`src/rtl/logic_unit_pipe_if.sv`:
```
// Operand/result handshake bundle for logic_unit_pipe.
// The master side produces operands and consumes results. The slave side is the pipe itself.
interface logic_unit_pipe_if #(
   parameter int WIDTH = 8
);
   logic             in_valid;
   logic             in_ready;
   logic [WIDTH-1:0] a;
   logic [WIDTH-1:0] b;
   logic [2:0]       op;
   logic             out_valid;
   logic             out_ready;
   logic [WIDTH-1:0] result;
   logic             flag_zero;
   logic             flag_ones;
   logic             flag_parity;

   modport master (
      output in_valid, a, b, op, out_ready,
      input  in_ready, out_valid, result, flag_zero, flag_ones, flag_parity
   );

   modport slave (
      input  in_valid, a, b, op, out_ready,
      output in_ready, out_valid, result, flag_zero, flag_ones, flag_parity
   );
endinterface

```
`src/rtl/logic_unit_pipe.sv`:
```
// Registered bitwise logic unit with result flags.
// Results pass through a 2-entry skid buffer, so in_ready is a register output.
module logic_unit_pipe #(
   parameter int WIDTH = 8
) (
   input logic              clk,
   input logic              rst_n,
   logic_unit_pipe_if.slave bus
);
   typedef struct packed {
      logic [WIDTH-1:0] result;
      logic             zero;
      logic             ones;
      logic             parity;
   } entry_t;

   localparam entry_t RESET_ENTRY = '{result: '0, zero: 1'b1, ones: 1'b0, parity: 1'b0};

   entry_t           new_entry;
   logic [WIDTH-1:0] op_res;

   entry_t main_q, main_d;
   entry_t skid_q, skid_d;
   logic   main_v_q, main_v_d;
   logic   skid_v_q, skid_v_d;
   logic   in_ready_q;

   logic accept;
   logic main_free;

   // The op is applied once, at accept time. Only the finished result and flags are stored.
   always_comb begin
      // NOTE: assign a default before the case so that no path leaves op_res unassigned, which would infer a latch.
      op_res = '0;
      unique case (bus.op)
         3'd0: op_res = bus.a & bus.b;
         3'd1: op_res = bus.a | bus.b;
         3'd2: op_res = bus.a ^ bus.b;
         3'd3: op_res = ~(bus.a & bus.b);
         3'd4: op_res = ~(bus.a | bus.b);
         3'd5: op_res = ~(bus.a ^ bus.b);
         3'd6: op_res = bus.a & ~bus.b;
         3'd7: op_res = bus.a;
         default: op_res = '0;
      endcase
      new_entry = '{result: op_res, zero: ~|op_res, ones: &op_res, parity: ^op_res};
   end

   assign accept    = bus.in_valid & in_ready_q;
   assign main_free = ~main_v_q | bus.out_ready;

   always_comb begin
      main_d   = main_q;
      main_v_d = main_v_q;
      skid_d   = skid_q;
      skid_v_d = skid_v_q;
      if (main_free) begin
         if (skid_v_q) begin
            // The queued entry moves up to main. A new arrival takes its place, which keeps the order FIFO.
            main_d   = skid_q;
            main_v_d = 1'b1;
            if (accept) begin
               skid_d = new_entry;
            end else begin
               skid_v_d = 1'b0;
            end
         end else if (accept) begin
            main_d   = new_entry;
            main_v_d = 1'b1;
         end else begin
            main_v_d = 1'b0;
         end
      end else if (accept) begin
         skid_d   = new_entry;
         skid_v_d = 1'b1;
      end
   end

   // NOTE: sequential state uses non-blocking assignments, so every flop samples the values from before the edge.
   always_ff @(posedge clk or negedge rst_n) begin
      if (!rst_n) begin
         main_q     <= RESET_ENTRY;
         main_v_q   <= 1'b0;
         skid_q     <= RESET_ENTRY;
         skid_v_q   <= 1'b0;
         in_ready_q <= 1'b1;
      end else begin
         main_q     <= main_d;
         main_v_q   <= main_v_d;
         skid_q     <= skid_d;
         skid_v_q   <= skid_v_d;
         in_ready_q <= ~skid_v_d;
      end
   end

   assign bus.in_ready    = in_ready_q;
   assign bus.out_valid   = main_v_q;
   assign bus.result      = main_q.result;
   assign bus.flag_zero   = main_q.zero;
   assign bus.flag_ones   = main_q.ones;
   assign bus.flag_parity = main_q.parity;
endmodule

```
`src/flat_wrapper.sv`:
```
// flat-port wrapper written by rule: the top's interface ports become plain ports
module logic_unit_pipe_flat 
#(
   parameter int WIDTH = 8
)
  (clk, rst_n, bus_in_valid, bus_a, bus_b, bus_op, bus_out_ready, bus_in_ready, bus_out_valid, bus_result, bus_flag_zero, bus_flag_ones, bus_flag_parity);
  logic_unit_pipe_if #(.WIDTH(WIDTH)) bus_i ();
  input logic clk;
  input logic rst_n;
  input wire logic [$bits(bus_i.in_valid)-1:0] bus_in_valid;
  input wire logic [$bits(bus_i.a)-1:0] bus_a;
  input wire logic [$bits(bus_i.b)-1:0] bus_b;
  input wire logic [$bits(bus_i.op)-1:0] bus_op;
  input wire logic [$bits(bus_i.out_ready)-1:0] bus_out_ready;
  output wire logic [$bits(bus_i.in_ready)-1:0] bus_in_ready;
  output wire logic [$bits(bus_i.out_valid)-1:0] bus_out_valid;
  output wire logic [$bits(bus_i.result)-1:0] bus_result;
  output wire logic [$bits(bus_i.flag_zero)-1:0] bus_flag_zero;
  output wire logic [$bits(bus_i.flag_ones)-1:0] bus_flag_ones;
  output wire logic [$bits(bus_i.flag_parity)-1:0] bus_flag_parity;
  assign bus_i.in_valid = bus_in_valid;
  assign bus_i.a = bus_a;
  assign bus_i.b = bus_b;
  assign bus_i.op = bus_op;
  assign bus_i.out_ready = bus_out_ready;
  assign bus_in_ready = bus_i.in_ready;
  assign bus_out_valid = bus_i.out_valid;
  assign bus_result = bus_i.result;
  assign bus_flag_zero = bus_i.flag_zero;
  assign bus_flag_ones = bus_i.flag_ones;
  assign bus_flag_parity = bus_i.flag_parity;
  logic_unit_pipe #(.WIDTH(WIDTH)) u_core (.clk(clk), .rst_n(rst_n), .bus(bus_i));
endmodule
```
`config.mk`:
```
export PLATFORM = sky130hd
export DESIGN_NAME = logic_unit_pipe_flat
export DESIGN_NICKNAME = d
export VERILOG_FILES = /design/src/rtl/logic_unit_pipe_if.sv /design/src/rtl/logic_unit_pipe.sv /design/src/flat_wrapper.sv
export SDC_FILE = /design/constraint.sdc
export NUM_CORES = 1
export LEC_CHECK = 0
export BUFFER_PORTS_ARGS = -buffer_cell sky130_fd_sc_hd__buf_2
export CORE_MARGIN = 2
export CORE_UTILIZATION = 50
export CTS_BUF_LIST = sky130_fd_sc_hd__clkbuf_8
export DETAILED_ROUTE_END_ITERATION = 10
export HOLD_SLACK_MARGIN = 0.08
export PLACE_DENSITY = 0.82
export SYNTH_ARGS = -nofsm -noshare
export SYNTH_HDL_FRONTEND = slang
export SYNTH_SLANG_ARGS = --single-unit
```
`constraint.sdc`:
```
create_clock -name clk -period 2.3 [get_ports clk]
set_clock_uncertainty 0.2 [all_clocks]
set_input_delay 0.345 -clock clk [delete_from_list [all_inputs] [get_ports clk]]
set_output_delay 0.345 -clock clk [all_outputs]
set_load 0.005 [all_outputs]
```
==> run metrics <==
unrepaired setup endpoints after global routing yes; buffers added on ports 35; overall power 2.65 mW; net total in the final layout 421; sequential share of power 29.3%; number of I/O pins 36; total area of sequential cells 629 sq um; series of cell instances along the critical path buf_4, inv_4, ha_4, nor2b_4, a211oi_4, o32ai_4, buf_4, buf_4, inv_1, ha_1, nand4_1, nor2_1, a21oi_1, o21ai_1; endpoints failing hold 0; commonest non-fill, non-tap cell in the layout sky130_fd_sc_hd__buf_4; worst min-delay path class in -> reg; clock period minus worst slack 2.39 ns; site row count 25; Clock transition at path regs 0.09 ns; DRC violations left 0; Ys Warns 0; worst supply voltage drop on vdd 537 uV; highest-count cells in the layout ignoring fill and taps sky130_fd_sc_hd__buf_4, sky130_fd_sc_hd__buf_2, sky130_fd_sc_hd__dfrtp_1; die height 72.9 microns; part of the power in the clock network 10.2%; mean instance size in the synthesized netlist 9.08 sq um; Routed wire per std cell 23.2 microns; CTS buffer count 3; maximum buffer depth of the clock tree 2; Crit path max-delay family compound AO/OA/AOI/OAI gates; Final HPWL DP 4.49 mm; Main synth FF type sky130_fd_sc_hd__dfrtp_1; post-synthesis cell area 0.00237 sq mm; DIE WIDTH 72.9 microns; count of final setup violators 3; global-route usage over all layers 29.5%; Logic pwr share about three fifths; measured slew at the worst slew-check pin between 0.5 and 0.6 ns; net count of the mapped netlist 316; failing checks setup timing; count of max-cap constraint violations 0; net switching power figure 1.13 mW; type of destination of the critical path register; cell at the root of the clock tree sky130_fd_sc_hd__clkbuf_8; instance count after placement with tap cells included a little under 400; TritonCTS clock tree yes; Post-synth EDFFs 0; WP buf/inv 5; maximum number of pins on one net before global-route repair 26; required time at the endpoint of the critical path between 2 and 2.5 ns; multi-input gate area in the final layout ~0.0022 sq mm; worst-path maximum fanout 3; clock sinks 25; average via count per standard cell ~6.4; crit path launch type input port; maximum achievable frequency 418 MHz; Layout Cell Area excl Fill 0.00399 sq mm; run status complete, but fails checks; remaining global-route overflow 0; final period utilization 104%; floorplan die area 0.00531 sq mm; Seq/Total Area, Yosys 26.5%; number of detailed-route iterations in the first pass 5; Setup WS post-layout -0.0904 ns; number of nets with antenna violations after routing 0; wire length of the first global-routing pass 12.2 mm; number of design-rule violations left by the first detailed-router iteration 210; Register-to-Register Setup Slack 0.25 ns; vias in the first global route 2,510; synth unique cells 39; Static Leak 1.78 nW; cell-internal power roughly 1.5 mW; worst stage delay on the critical path 0.39 ns; Yosys reg bits 25; Layout Area Growth over Synthesis 68.2%; count of pins over their slew limit 0; Max stage delay cell, worst path sky130_fd_sc_hd__o32ai_4; # diodes 0; cells after synthesis 261; Switching Share 42.7%; most used cell along the critical path sky130_fd_sc_hd__buf_4; smallest hold slack 0.219 ns; setup TNS -0.174 ns; fillcell total 192; Pwr per Cell Area 666 mW/mm^2; proportion of layout cells with a drive suffix above 1 60.0%; RePlAce Congestion 0.885; initial standard-cell utilization of the core between 50% and 60%; proportion of synthesized flip-flops having asynchronous set or reset 100%; number of antenna violations at the first check in global routing 0; Crit Path Class in -> reg; arrival time worst endpoint 2.36 ns; number of standard cells in the layout, taps in and fillers out 419; total cell area at the placement stage 0.00311 sq mm; slew margin rel. 62.1%; sum of routed wire length over all layers 9.73 mm; placeable core area 0.00466 sq mm; worst-skew pair later-pin latency 0.27 ns; maximum level of the CTS H-tree 1; via count 2,696
per-stage QoR:
stage | setup slack, ns | util, %
floorplan | -0.147 | -
global placement | -0.339 | 66.7
detailed placement | -0.440 | 66.7
CTS | 0.0000189 | 78.0
global route | -0.140 | 85.6
finish | -0.0904 | 85.6
cell usage after synthesis, types with 3 or more instances:
cell	number	area share, %
sky130_fd_sc_hd__ha_1	32	17
sky130_fd_sc_hd__inv_1	26	4.1
sky130_fd_sc_hd__dfrtp_1	22	23
sky130_fd_sc_hd__nand2_1	17	2.7
sky130_fd_sc_hd__a21oi_1	16	3.4
sky130_fd_sc_hd__nor2b_1	14	3.7
sky130_fd_sc_hd__nor2_1	13	2.1
sky130_fd_sc_hd__o21ai_1	12	2.5
sky130_fd_sc_hd__a211oi_1	9	2.8
sky130_fd_sc_hd__nand2b_1	9	2.4
sky130_fd_sc_hd__nor3b_1	9	2.8
sky130_fd_sc_hd__buf_6	8	3.8
sky130_fd_sc_hd__o32ai_2	8	5.5
sky130_fd_sc_hd__buf_2	6	1.3
sky130_fd_sc_hd__mux2i_1	6	2.5
sky130_fd_sc_hd__o21ai_0	6	1.3
sky130_fd_sc_hd__mux2_2	5	2.4
sky130_fd_sc_hd__or3_1	5	1.3
sky130_fd_sc_hd__nor3_1	4	0.84
sky130_fd_sc_hd__o22ai_2	4	2.1
sky130_fd_sc_hd__dfstp_2	3	3.3
sky130_fd_sc_hd__o221ai_1	3	1.1
sky130_fd_sc_hd__xnor2_1	3	1.1
worst reg2reg max path: stages (launching register included):
cell                      delay [ns]
sky130_fd_sc_hd__dfstp_2        0.56
sky130_fd_sc_hd__a21oi_1        0.12
sky130_fd_sc_hd__or2_0          0.27
sky130_fd_sc_hd__buf_4          0.19
sky130_fd_sc_hd__or3_1          0.34
sky130_fd_sc_hd__o21ai_1        0.27
path summary, 6_finish.rpt:
path / start / to / cells after the start
setup / recovery: bus_a[6] / u_core.bus.flag_ones$_DFFE_PN0P_ / 14
hold / removal: bus_in_valid / u_core.bus.out_valid$_DFFE_PN0N_ / 3
setup reg to reg: u_core.bus.in_ready$_DFF_PN1_ / u_core.bus.result[2]$_DFFE_PN0P_ / 5
hold reg to reg: u_core.skid_q[5]$_DFFE_PN0P_ / u_core.skid_q[5]$_DFFE_PN0P_ / 2
max in group asynchronous: rst_n / u_core.bus.in_ready$_DFF_PN1_ / 2
min in group asynchronous: rst_n / u_core.bus.result[2]$_DFFE_PN0P_ / 2
layout make-up:
cell class / instances / share of cell area, %
multi-input cells: 192 / 54.5
repair buffers: 118 / 24.1
flip-flops and latches: 25 / 15.8
inverters: 26 / 2.76
well taps: 54 / 1.69
clock buffers: 3 / 1.04
clock inverters: 1 / 0.126
sequential cells by signal (all words and copies together) (netlist names):
register and flops:
u_core.bus.out_valid 1, u_core.skid_v_q 1, u_core.bus.result 8, u_core.bus.in_ready 1, u_core.bus.flag_parity 1, u_core.bus.flag_zero 1, u_core.bus.flag_ones 1, u_core.skid_q 11
cell families (layout without fill, tap and decap cells):
family / after synthesis / count (layout) / synth area share (%)
AOI/OAI and AO/OA: 65 / 65 / 21.8
adders and majority gates: 32 / 32 / 16.9
buffers and inverters: 44 / 148 / 10.1
and+or+nand+nor: 81 / 81 / 18.6
DFF: 25 / 25 / 26.5
muxes: 11 / 11 / 4.91
xor gates and xnor gates: 3 / 3 / 1.11
per-layer routing:
metal | part of all wire (%) | GRT usage [%]
met3 | 7.4 | 3.73
met1 | 35 | 35.2
met2 | 50 | 53.5
met5 | 0 | 0
met4 | 7.2 | 11.1
power by group through the flow:
stage	registers [mW]	clock network [mW]	logic, mW
after detailed placement	0.744	0	1.12
after global routing	0.784	0.285	1.70
after CTS	0.738	0.262	1.31
after global placement	0.736	0	1.08
after floorplan	0.719	0	0.740
final	0.778	0.272	1.60
repair_timing:
action | in CTS | in global routing
hold endpoints to repair | 22 | 0
hold buffers | 1 | 0
gates cloned | 0 | 1
buffers inserted | 17 | 10
gates resized for setup | 67 | 55
pin swaps | 35 | 29
endpoints found under the setup margin | 1 | 4
Power figures use the tool's default switching activity.
